--- src/rtl/ipv4_vlg_pkg.sv ---
// Shared IPv4 types and constants for the receive/transmit path.
// The header struct is laid out in wire order so a 160-bit shift register casts onto it directly.
package ipv4_vlg_pkg;

    typedef logic [31:0] ipv4_t;
    typedef logic [15:0] length_t;
    typedef logic [15:0] cks_t;
    typedef logic [47:0] mac_addr_t;

    typedef struct packed {
        mac_addr_t   dst_mac;
        mac_addr_t   src_mac;
        logic [15:0] ethertype;
    } mac_hdr_t;

    typedef struct packed {
        logic [3:0]  ver;
        logic [3:0]  ihl;
        logic [7:0]  tos;
        length_t     length;
        logic [15:0] id;
        logic        rsv;
        logic        df;
        logic        mf;
        logic [12:0] fo;
        logic [7:0]  ttl;
        logic [7:0]  proto;
        cks_t        cks;
        ipv4_t       src_ip;
        ipv4_t       dst_ip;
    } ipv4_hdr_t;

    typedef struct packed {
        ipv4_hdr_t ipv4_hdr;
        mac_hdr_t  mac_hdr;
        length_t   pld_len;
        logic      mac_known;
    } ipv4_meta_t;

    localparam ipv4_t      IPV4_BROADCAST = 32'hFFFF_FFFF;
    localparam logic [3:0] IPV4_VER       = 4'd4;
    localparam logic [3:0] IPV4_IHL_MIN   = 4'd5;
    localparam length_t    IPV4_HDR_LEN   = 16'd20;

    typedef enum logic [1:0] {
        RX_IDLE,
        RX_HDR,
        RX_PLD,
        RX_DROP
    } ipv4_rx_state_t;

endpackage

--- src/rtl/ipv4_vlg_rx_if.sv ---
// Byte-stream bundle between the MAC receive stage, the IPv4 parser and its consumers.
interface ipv4_vlg_rx_if;
    import ipv4_vlg_pkg::*;

    // No backpressure: a byte transfers on every clock where *_val is high; sof/eof/err
    // are only meaningful while *_val is high (out_eof may also close a stream alone).
    logic [7:0]     in_dat;
    logic           in_val;
    logic           in_sof;
    logic           in_eof;
    logic           in_err;
    mac_hdr_t       mac_hdr;

    logic [7:0]     out_dat;
    logic           out_val;
    logic           out_sof;
    logic           out_eof;
    logic           out_err;
    ipv4_meta_t     meta;
    logic           meta_val;
    logic           drop;
    ipv4_rx_state_t dbg_state;

    modport master (
        output in_dat, in_val, in_sof, in_eof, in_err, mac_hdr,
        input  out_dat, out_val, out_sof, out_eof, out_err, meta, meta_val, drop, dbg_state
    );

    modport slave (
        input  in_dat, in_val, in_sof, in_eof, in_err, mac_hdr,
        output out_dat, out_val, out_sof, out_eof, out_err, meta, meta_val, drop, dbg_state
    );

endinterface

--- src/rtl/ipv4_vlg_cks.sv ---
// Streaming ones'-complement 16-bit accumulator fed one byte at a time (high byte first).
// ok_o reports whether the sum, including the byte currently presented, folds to 16'hFFFF.
module ipv4_vlg_cks
    import ipv4_vlg_pkg::*;
(
    input  logic       clk,
    input  logic       rst_n,
    input  logic       clr_i,
    input  logic       en_i,
    input  logic [7:0] dat_i,
    output logic       ok_o
);

    logic        phase_q;
    logic [7:0]  hi_q;
    cks_t        sum_q;
    cks_t        sum_d;
    cks_t        base;
    logic        phase;
    logic [16:0] add;

    // clr_i applies before the byte on the same cycle, so that byte opens a new stream.
    always_comb begin
        phase = clr_i ? 1'b0 : phase_q;
        base  = clr_i ? 16'h0000 : sum_q;
        add   = {1'b0, base} + {1'b0, hi_q, dat_i};
        sum_d = (en_i && phase) ? (add[15:0] + {15'd0, add[16]}) : base;
    end

    assign ok_o = (sum_d == 16'hFFFF);

    always_ff @(posedge clk or negedge rst_n) begin
        if (!rst_n) begin
            phase_q <= 1'b0;
            hi_q    <= 8'h00;
            sum_q   <= 16'h0000;
        end else if (en_i) begin
            phase_q <= ~phase;
            if (!phase) hi_q <= dat_i;
            sum_q   <= sum_d;
        end else if (clr_i) begin
            phase_q <= 1'b0;
            sum_q   <= 16'h0000;
        end
    end

endmodule

--- src/rtl/ipv4_vlg_rx.sv ---
// IPv4 receive parser: shifts in the 20-byte header, validates it, then forwards the payload
// with a descriptor. Foreign, malformed and fragmented packets are discarded.
module ipv4_vlg_rx
    import ipv4_vlg_pkg::*;
#(
    parameter bit CHECK_CKS    = 1'b1,
    parameter bit ACCEPT_BCAST = 1'b1
)(
    input  logic          clk,
    input  logic          rst_n,
    input  ipv4_t         dev_ip,
    ipv4_vlg_rx_if.slave  bus
);

    ipv4_rx_state_t state_q, state_d;
    logic [4:0]     cnt_q, cnt_d;
    logic [151:0]   hdr_q, hdr_d;
    mac_hdr_t       mac_q, mac_d;
    length_t        rem_q, rem_d;
    logic           first_q, first_d;
    logic [7:0]     out_dat_q, out_dat_d;
    logic           out_val_q, out_val_d, out_sof_q, out_sof_d;
    logic           out_eof_q, out_eof_d, out_err_q, out_err_d;
    logic           meta_val_q, meta_val_d, drop_q, drop_d;
    ipv4_meta_t     meta_q, meta_d;

    logic [159:0]   hdr_sh;
    ipv4_hdr_t      hdr_v;
    length_t        pld_len;
    logic           cks_clr, cks_en, cks_ok, dst_ok, accept;

    // The 20th byte completes the header combinationally, so the decision lands on its edge.
    assign hdr_sh  = {hdr_q, bus.in_dat};
    assign hdr_v   = ipv4_hdr_t'(hdr_sh);
    assign pld_len = hdr_v.length - IPV4_HDR_LEN;
    assign dst_ok  = (hdr_v.dst_ip == dev_ip) ||
                     (ACCEPT_BCAST && (hdr_v.dst_ip == IPV4_BROADCAST));
    assign accept  = (hdr_v.ver == IPV4_VER) && (hdr_v.ihl == IPV4_IHL_MIN) &&
                     !hdr_v.mf && (hdr_v.fo == 13'd0) && (hdr_v.length >= IPV4_HDR_LEN) &&
                     dst_ok && (cks_ok || !CHECK_CKS);

    ipv4_vlg_cks u_cks (
        .clk   (clk),
        .rst_n (rst_n),
        .clr_i (cks_clr),
        .en_i  (cks_en),
        .dat_i (bus.in_dat),
        .ok_o  (cks_ok)
    );

    always_comb begin
        state_d    = state_q;
        cnt_d      = cnt_q;
        hdr_d      = hdr_q;
        mac_d      = mac_q;
        rem_d      = rem_q;
        first_d    = first_q;
        meta_d     = meta_q;
        out_dat_d  = out_dat_q;
        out_val_d  = 1'b0;
        out_sof_d  = 1'b0;
        out_eof_d  = 1'b0;
        out_err_d  = 1'b0;
        meta_val_d = 1'b0;
        drop_d     = 1'b0;
        cks_clr    = 1'b0;
        cks_en     = 1'b0;
        if (bus.in_val) begin
            if (bus.in_sof) begin
                // Close an open payload stream before restarting on the new frame.
                if (state_q == RX_PLD && !first_q) begin
                    out_eof_d = 1'b1;
                    out_err_d = 1'b1;
                end
                state_d = RX_HDR;
                cnt_d   = 5'd1;
                hdr_d   = hdr_sh[151:0];
                mac_d   = bus.mac_hdr;
                cks_clr = 1'b1;
                cks_en  = 1'b1;
            end else begin
                case (state_q)
                    RX_HDR: begin
                        hdr_d  = hdr_sh[151:0];
                        cnt_d  = cnt_q + 5'd1;
                        cks_en = 1'b1;
                        if (cnt_q == 5'd19) begin
                            if (accept) begin
                                meta_d.ipv4_hdr  = hdr_v;
                                meta_d.mac_hdr   = mac_q;
                                meta_d.pld_len   = pld_len;
                                meta_d.mac_known = 1'b1;
                                rem_d            = pld_len;
                                first_d          = 1'b1;
                            end else begin
                                drop_d = 1'b1;
                            end
                            if (accept && pld_len != 16'd0 && !bus.in_eof) state_d = RX_PLD;
                            else if (bus.in_eof)                         state_d = RX_IDLE;
                            else                                         state_d = RX_DROP;
                            // Header accepted but frame already over: nothing was delivered.
                            if (accept && pld_len != 16'd0 && bus.in_eof) drop_d = 1'b1;
                        end else if (bus.in_eof) begin
                            drop_d  = 1'b1;
                            state_d = RX_IDLE;
                        end
                    end
                    RX_PLD: begin
                        out_val_d  = 1'b1;
                        out_dat_d  = bus.in_dat;
                        out_sof_d  = first_q;
                        meta_val_d = first_q;
                        first_d    = 1'b0;
                        rem_d      = rem_q - 16'd1;
                        if (rem_q == 16'd1) begin
                            out_eof_d = 1'b1;
                            out_err_d = bus.in_eof & bus.in_err;
                            state_d   = bus.in_eof ? RX_IDLE : RX_DROP;
                        end else if (bus.in_eof) begin
                            out_eof_d = 1'b1;
                            out_err_d = 1'b1;
                            state_d   = RX_IDLE;
                        end
                    end
                    RX_DROP: if (bus.in_eof) state_d = RX_IDLE;
                    default: ;
                endcase
            end
        end
    end

    always_ff @(posedge clk or negedge rst_n) begin
        if (!rst_n) begin
            state_q    <= RX_IDLE;
            cnt_q      <= 5'd0;
            hdr_q      <= '0;
            mac_q      <= '0;
            rem_q      <= 16'd0;
            first_q    <= 1'b0;
            meta_q     <= '0;
            out_dat_q  <= 8'h00;
            out_val_q  <= 1'b0;
            out_sof_q  <= 1'b0;
            out_eof_q  <= 1'b0;
            out_err_q  <= 1'b0;
            meta_val_q <= 1'b0;
            drop_q     <= 1'b0;
        end else begin
            state_q    <= state_d;
            cnt_q      <= cnt_d;
            hdr_q      <= hdr_d;
            mac_q      <= mac_d;
            rem_q      <= rem_d;
            first_q    <= first_d;
            meta_q     <= meta_d;
            out_dat_q  <= out_dat_d;
            out_val_q  <= out_val_d;
            out_sof_q  <= out_sof_d;
            out_eof_q  <= out_eof_d;
            out_err_q  <= out_err_d;
            meta_val_q <= meta_val_d;
            drop_q     <= drop_d;
        end
    end

    assign bus.out_dat   = out_dat_q;
    assign bus.out_val   = out_val_q;
    assign bus.out_sof   = out_sof_q;
    assign bus.out_eof   = out_eof_q;
    assign bus.out_err   = out_err_q;
    assign bus.meta      = meta_q;
    assign bus.meta_val  = meta_val_q;
    assign bus.drop      = drop_q;
    assign bus.dbg_state = state_q;

endmodule

--- src/flat_wrapper.sv ---
// flat-port wrapper written by rule: the top's interface ports become plain ports
module ipv4_vlg_rx_flat import ipv4_vlg_pkg::*;
#(
    parameter bit CHECK_CKS    = 1'b1,
    parameter bit ACCEPT_BCAST = 1'b1
)
  (clk, rst_n, dev_ip, bus_in_dat, bus_in_val, bus_in_sof, bus_in_eof, bus_in_err, bus_mac_hdr, bus_out_dat, bus_out_val, bus_out_sof, bus_out_eof, bus_out_err, bus_meta, bus_meta_val, bus_drop, bus_dbg_state);
  ipv4_vlg_rx_if bus_i ();
  input  logic clk;
  input  logic rst_n;
  input  ipv4_t dev_ip;
  input wire logic [$bits(bus_i.in_dat)-1:0] bus_in_dat;
  input wire logic [$bits(bus_i.in_val)-1:0] bus_in_val;
  input wire logic [$bits(bus_i.in_sof)-1:0] bus_in_sof;
  input wire logic [$bits(bus_i.in_eof)-1:0] bus_in_eof;
  input wire logic [$bits(bus_i.in_err)-1:0] bus_in_err;
  input wire logic [$bits(bus_i.mac_hdr)-1:0] bus_mac_hdr;
  output wire logic [$bits(bus_i.out_dat)-1:0] bus_out_dat;
  output wire logic [$bits(bus_i.out_val)-1:0] bus_out_val;
  output wire logic [$bits(bus_i.out_sof)-1:0] bus_out_sof;
  output wire logic [$bits(bus_i.out_eof)-1:0] bus_out_eof;
  output wire logic [$bits(bus_i.out_err)-1:0] bus_out_err;
  output wire logic [$bits(bus_i.meta)-1:0] bus_meta;
  output wire logic [$bits(bus_i.meta_val)-1:0] bus_meta_val;
  output wire logic [$bits(bus_i.drop)-1:0] bus_drop;
  output wire logic [$bits(bus_i.dbg_state)-1:0] bus_dbg_state;
  assign bus_i.in_dat = bus_in_dat;
  assign bus_i.in_val = bus_in_val;
  assign bus_i.in_sof = bus_in_sof;
  assign bus_i.in_eof = bus_in_eof;
  assign bus_i.in_err = bus_in_err;
  assign bus_i.mac_hdr = bus_mac_hdr;
  assign bus_out_dat = bus_i.out_dat;
  assign bus_out_val = bus_i.out_val;
  assign bus_out_sof = bus_i.out_sof;
  assign bus_out_eof = bus_i.out_eof;
  assign bus_out_err = bus_i.out_err;
  assign bus_meta = bus_i.meta;
  assign bus_meta_val = bus_i.meta_val;
  assign bus_drop = bus_i.drop;
  assign bus_dbg_state = bus_i.dbg_state;
  ipv4_vlg_rx #(.CHECK_CKS(CHECK_CKS), .ACCEPT_BCAST(ACCEPT_BCAST)) u_core (.clk(clk), .rst_n(rst_n), .dev_ip(dev_ip), .bus(bus_i));
endmodule
--- config.mk ---
export PLATFORM = sky130hd
export DESIGN_NAME = ipv4_vlg_rx_flat
export DESIGN_NICKNAME = d
export VERILOG_FILES = /design/src/rtl/ipv4_vlg_pkg.sv /design/src/rtl/ipv4_vlg_rx_if.sv /design/src/rtl/ipv4_vlg_cks.sv /design/src/rtl/ipv4_vlg_rx.sv /design/src/flat_wrapper.sv
export SDC_FILE = /design/constraint.sdc
export NUM_CORES = 1
export LEC_CHECK = 0
export CAP_MARGIN = 20
export CORE_MARGIN = 2
export CORE_UTILIZATION = 45
export DETAILED_ROUTE_END_ITERATION = 10
export GPL_TIMING_DRIVEN = 0
export PLACE_DENSITY = 0.66
export SYNTH_ARGS = -nofsm -noshare
export SYNTH_HDL_FRONTEND = slang
export SYNTH_SLANG_ARGS = --single-unit
--- constraint.sdc ---
create_clock -name clk -period 6.09 [get_ports clk]
set_input_delay 1.218 -clock clk [delete_from_list [all_inputs] [get_ports clk]]
set_output_delay 1.218 -clock clk [all_outputs]
set_load 0.1 [all_outputs]
==> flow_metrics.env <==
export IMPL_status="finished, violations left"
export IMPL_violations="setup timing"
export IMPL_grt_setup_unrepaired="true"
export IMPL_drt_pass1_iterations=5
export IMPL_grt_use_total_pct=25.29
export IMPL_end_kind="flip-flop"
export IMPL_port_buffers=459
export IMPL_wl_met3_mm=5.733
export IMPL_yosys_area_top_type="dfrtp_1"
export IMPL_fin_skew_ps=28.24
export IMPL_fin_crit_sh_pct=115.8
export IMPL_synthSimpleGateAreaFrac_pct=16.82
export IMPL_nFillCells=4757
export IMPL_h_tree_depth=3
export IMPL_start_kind="primary input"
export IMPL_clk_path_buf_depth=3
export IMPL_crit_buf_inv=10
export IMPL_synth_cell_area_um2=27270
export IMPL_power_leakage_nw=18.30
export IMPL_core_area_um2=60130
export IMPL_clk_latency_ps=610
export IMPL_max_freq_ghz=0.1418
export IMPL_netlist_top_cells_area="dfrtp_1 56%, mux2_4 13%, nand2_1 12%"
export IMPL_seq_area_um2=15340
export IMPL_holdCritPathClass="flip-flop to flip-flop"
export IMPL_avgSynthCellArea_um2=11.13
export IMPL_relSlewSlack_pct=26.23
export IMPL_grt_max_degree=127
export IMPL_row_count=90
export IMPL_grt_pass1_vias=20900
export IMPL_antenna_found_initial=6
export IMPL_top_layer="met5"
export IMPL_diodes=0
export IMPL_setup_viol=306
export IMPL_crit_path_top_delay_cell="or4_4"
export IMPL_crit_path_max_fanout=6
export IMPL_tns_ps=-261720
export IMPL_cts_buffers=67
export IMPL_vias_per_cell=5.239
export IMPL_dr_first_iter_drc_count=1255
export IMPL_cp_data_arrival_time_ps=7520
export IMPL_synth_compound_area_share_pct=5.244
export IMPL_setup_ws_ps=-963.9
export IMPL_wl_met1_mm=33.55
export IMPL_multiInputGateArea_um2=11340
export IMPL_slew_viol_final=0
export IMPL_yosysTopAreaCellShare_pct=56.25
export IMPL_start_util_pct=45.35
export IMPL_synthTopCellsByCount="842 x nand2_1, 613 x dfrtp_1, 239 x mux2_4"
export IMPL_dp_hpwl_mm=55.36
export IMPL_clk_pin_slew_ps=60
export IMPL_synth_edf_count=0
export IMPL_die_x_um=250.2
export IMPL_synth_cell_types=86
export IMPL_critical_path_top_delay_family="simple AND/OR/NAND/NOR gates"
export IMPL_ys_flop_type="dfrtp_1"
export IMPL_ys_warn_count=0
export IMPL_tightest_slew_ps=1103
export IMPL_syn_inst=2450
export IMPL_gr_total_overflow=0
export IMPL_fin_cells=3858
export IMPL_synth_xor_area_share_pct=2.909
export IMPL_tritoncts="done"
export IMPL_muxShareOfSynthArea_pct=14.50
export IMPL_placed_cells=3697
export IMPL_cpPeakStageDelay_ps=550
export IMPL_drcViolationCount=0
export IMPL_place_gp_congestion=0.8747
export IMPL_cp_required_ps=6560
export IMPL_drive_gt1_share_pct=17.88
export IMPL_wirelength_mm=79.97
export IMPL_synthAdderAreaFrac_pct=0.9543
export IMPL_ctsHoldBuffers=0
export IMPL_syn_nets=2628
export IMPL_wl_per_cell_um=20.73
export IMPL_synthToLayoutAreaGrowth_pct=34.70
export IMPL_synth_top_family_by_area="simple AND/OR/NAND/NOR gates"
export IMPL_criticalPathCategory="primary input to flip-flop"
export IMPL_synth_most_common_cell="nand2_1"
export IMPL_synthArstFlopShare_pct=100.0
export IMPL_drtAntennaViolNets=0
export IMPL_io_pins=463
export IMPL_dieArea_um2=62590
export IMPL_nets=3205
export IMPL_drv_cap=0
export IMPL_via_count=20210
export IMPL_root_buffer="clkbuf_16"
export IMPL_powerDensity_nw_per_um2=334.1
export IMPL_route_met2_wl_mm=38.84
export IMPL_seq_area_frac_synth_pct=56.25
export IMPL_finalHoldViolCount=0
export IMPL_grt_pass1_wl_mm=124.2
export IMPL_min_period_ps=7054
export IMPL_cts_sinks=613
export IMPL_synth_seq_cells=613
export IMPL_place_ws_ps=-2788
export IMPL_die_y_um=250.2
export IMPL_vdd_ir_drop_max_v=0.0002326
## stage by stage
| stage | power, mW | utilization [%] | instance area [µm²] | hold slack [ps] |
|---|---|---|---|---|
| 2_1_floorplan | 6.938 | - | 27700 | 437.0 |
| 3_3_place_gp | 7.830 | 55.33 | 33270 | 453.7 |
| 3_5_place_dp | 7.931 | 55.59 | 33430 | 461.3 |
| 4_1_cts | 12.27 | 60.48 | 36370 | 473.8 |
| 5_1_grt | 12.91 | 61.08 | 36730 | 482.7 |
| 6_report | 12.27 | 61.08 | 36730 | 466.9 |
## cell usage in the layout (no fill, tap or decap), types with 27 or more instances in the layout
master and count:
and2_1 31, buf_12 27, clkbuf_1 86, clkbuf_16 86, clkdlybuf4s50_1 456, dfrtp_1 613, mux2_2 27, mux2_4 239
nand2_1 839, nor2_1 46, o21ai_0 43, xnor2_1 29, xor2_1 49
## per-layer routing
metal	vias up	global-route usage [%]
li1	9314	-
met1	10120	33.01
met2	643	41.69
met3	128	6.869
met4	12	6.758
met5	-	0
## worst reg2reg max path, stage by stage, from the launching register on
cell,delay (ps)
dfrtp_1,460
ha_1,270
o21ai_1,230
inv_2,310
clkbuf_1,500
ha_1,240
clkbuf_1,440
clkinv_1,490
nor2_1,250
xnor2_1,110
or4_4,500
or4_4,550
or4_4,440
or4_4,550
buf_6,190
buf_12,160
buf_16,150
mux2_4,310
## final timing paths
check                                                     from                          endpoint  slack [ps]  cells after the start
min in group asynchronous                                rst_n  u_core.bus.meta[125]$_DFFE_PN0P_         520                      1
max                                                 bus_in_val   u_core.bus.meta[80]$_DFFE_PN0P_        -960                     33
min reg2reg                   u_core.bus.meta[287]$_DFFE_PN0P_  u_core.bus.meta[287]$_DFFE_PN0P_         470                      1
max reg2reg                u_core.bus.dbg_state[0]$_DFFE_PN0P_   u_core.bus.meta[80]$_DFFE_PN0P_        -180                     17
max in group asynchronous                                rst_n      u_core.hdr_q[39]$_DFFE_PN0P_        4070                      3
min                           u_core.bus.meta[287]$_DFFE_PN0P_  u_core.bus.meta[287]$_DFFE_PN0P_         470                      1
## repair_timing
item	in CTS	in global routing
buffers inserted	24	5
resized for setup	54	44
gates cloned	10	11
endpoints found under the hold margin	0	0
endpoints found under the setup margin	309	306
pin swaps	16	17
## logic make-up (layout without fill, tap and decap cells)
| logic type | Yosys count | after routing |
|---|---|---|
| muxes | 272 | 272 |
| and+or+nand+nor | 1082 | 1083 |
| xor gates and xnor gates | 85 | 85 |
| adders and majority gates | 21 | 21 |
| AOI/OAI and AO/OA | 207 | 207 |
| DFF | 613 | 613 |
| buffers and inverters | 170 | 795 |
## flip-flops by register name (all words and copies together) (netlist names), 2 cells and up
register              count
u_core.bus.dbg_state      2
u_core.cnt_q              5
u_core.bus.meta         287
u_core.u_cks.sum_q       16
u_core.u_cks.hi_q         8
u_core.bus.out_dat        8
u_core.hdr_q            152
u_core.mac_q            112
u_core.rem_q             16
## cell type report
type	count	area share (%)
Sequential cell	613	41.76
Multi-Input combinational cell	1668	30.88
Timing Repair Buffer	511	14.89
Clock buffer	100	5.593
Buffer	141	3.246
Tap cell	782	2.664
Clock inverter	18	0.7153
Inverter	25	0.2555
## report_power, final
| group | switching [mW] | internal (mW) | total, mW |
|---|---|---|---|
| combinational | 1.72 | 1.12 | 2.84 |
| sequential | 0.569 | 4.62 | 5.19 |
| clock | 1.69 | 2.55 | 4.24 |
| total | 3.98 | 8.29 | 12.3 |
(Power assumes the default switching activity.)
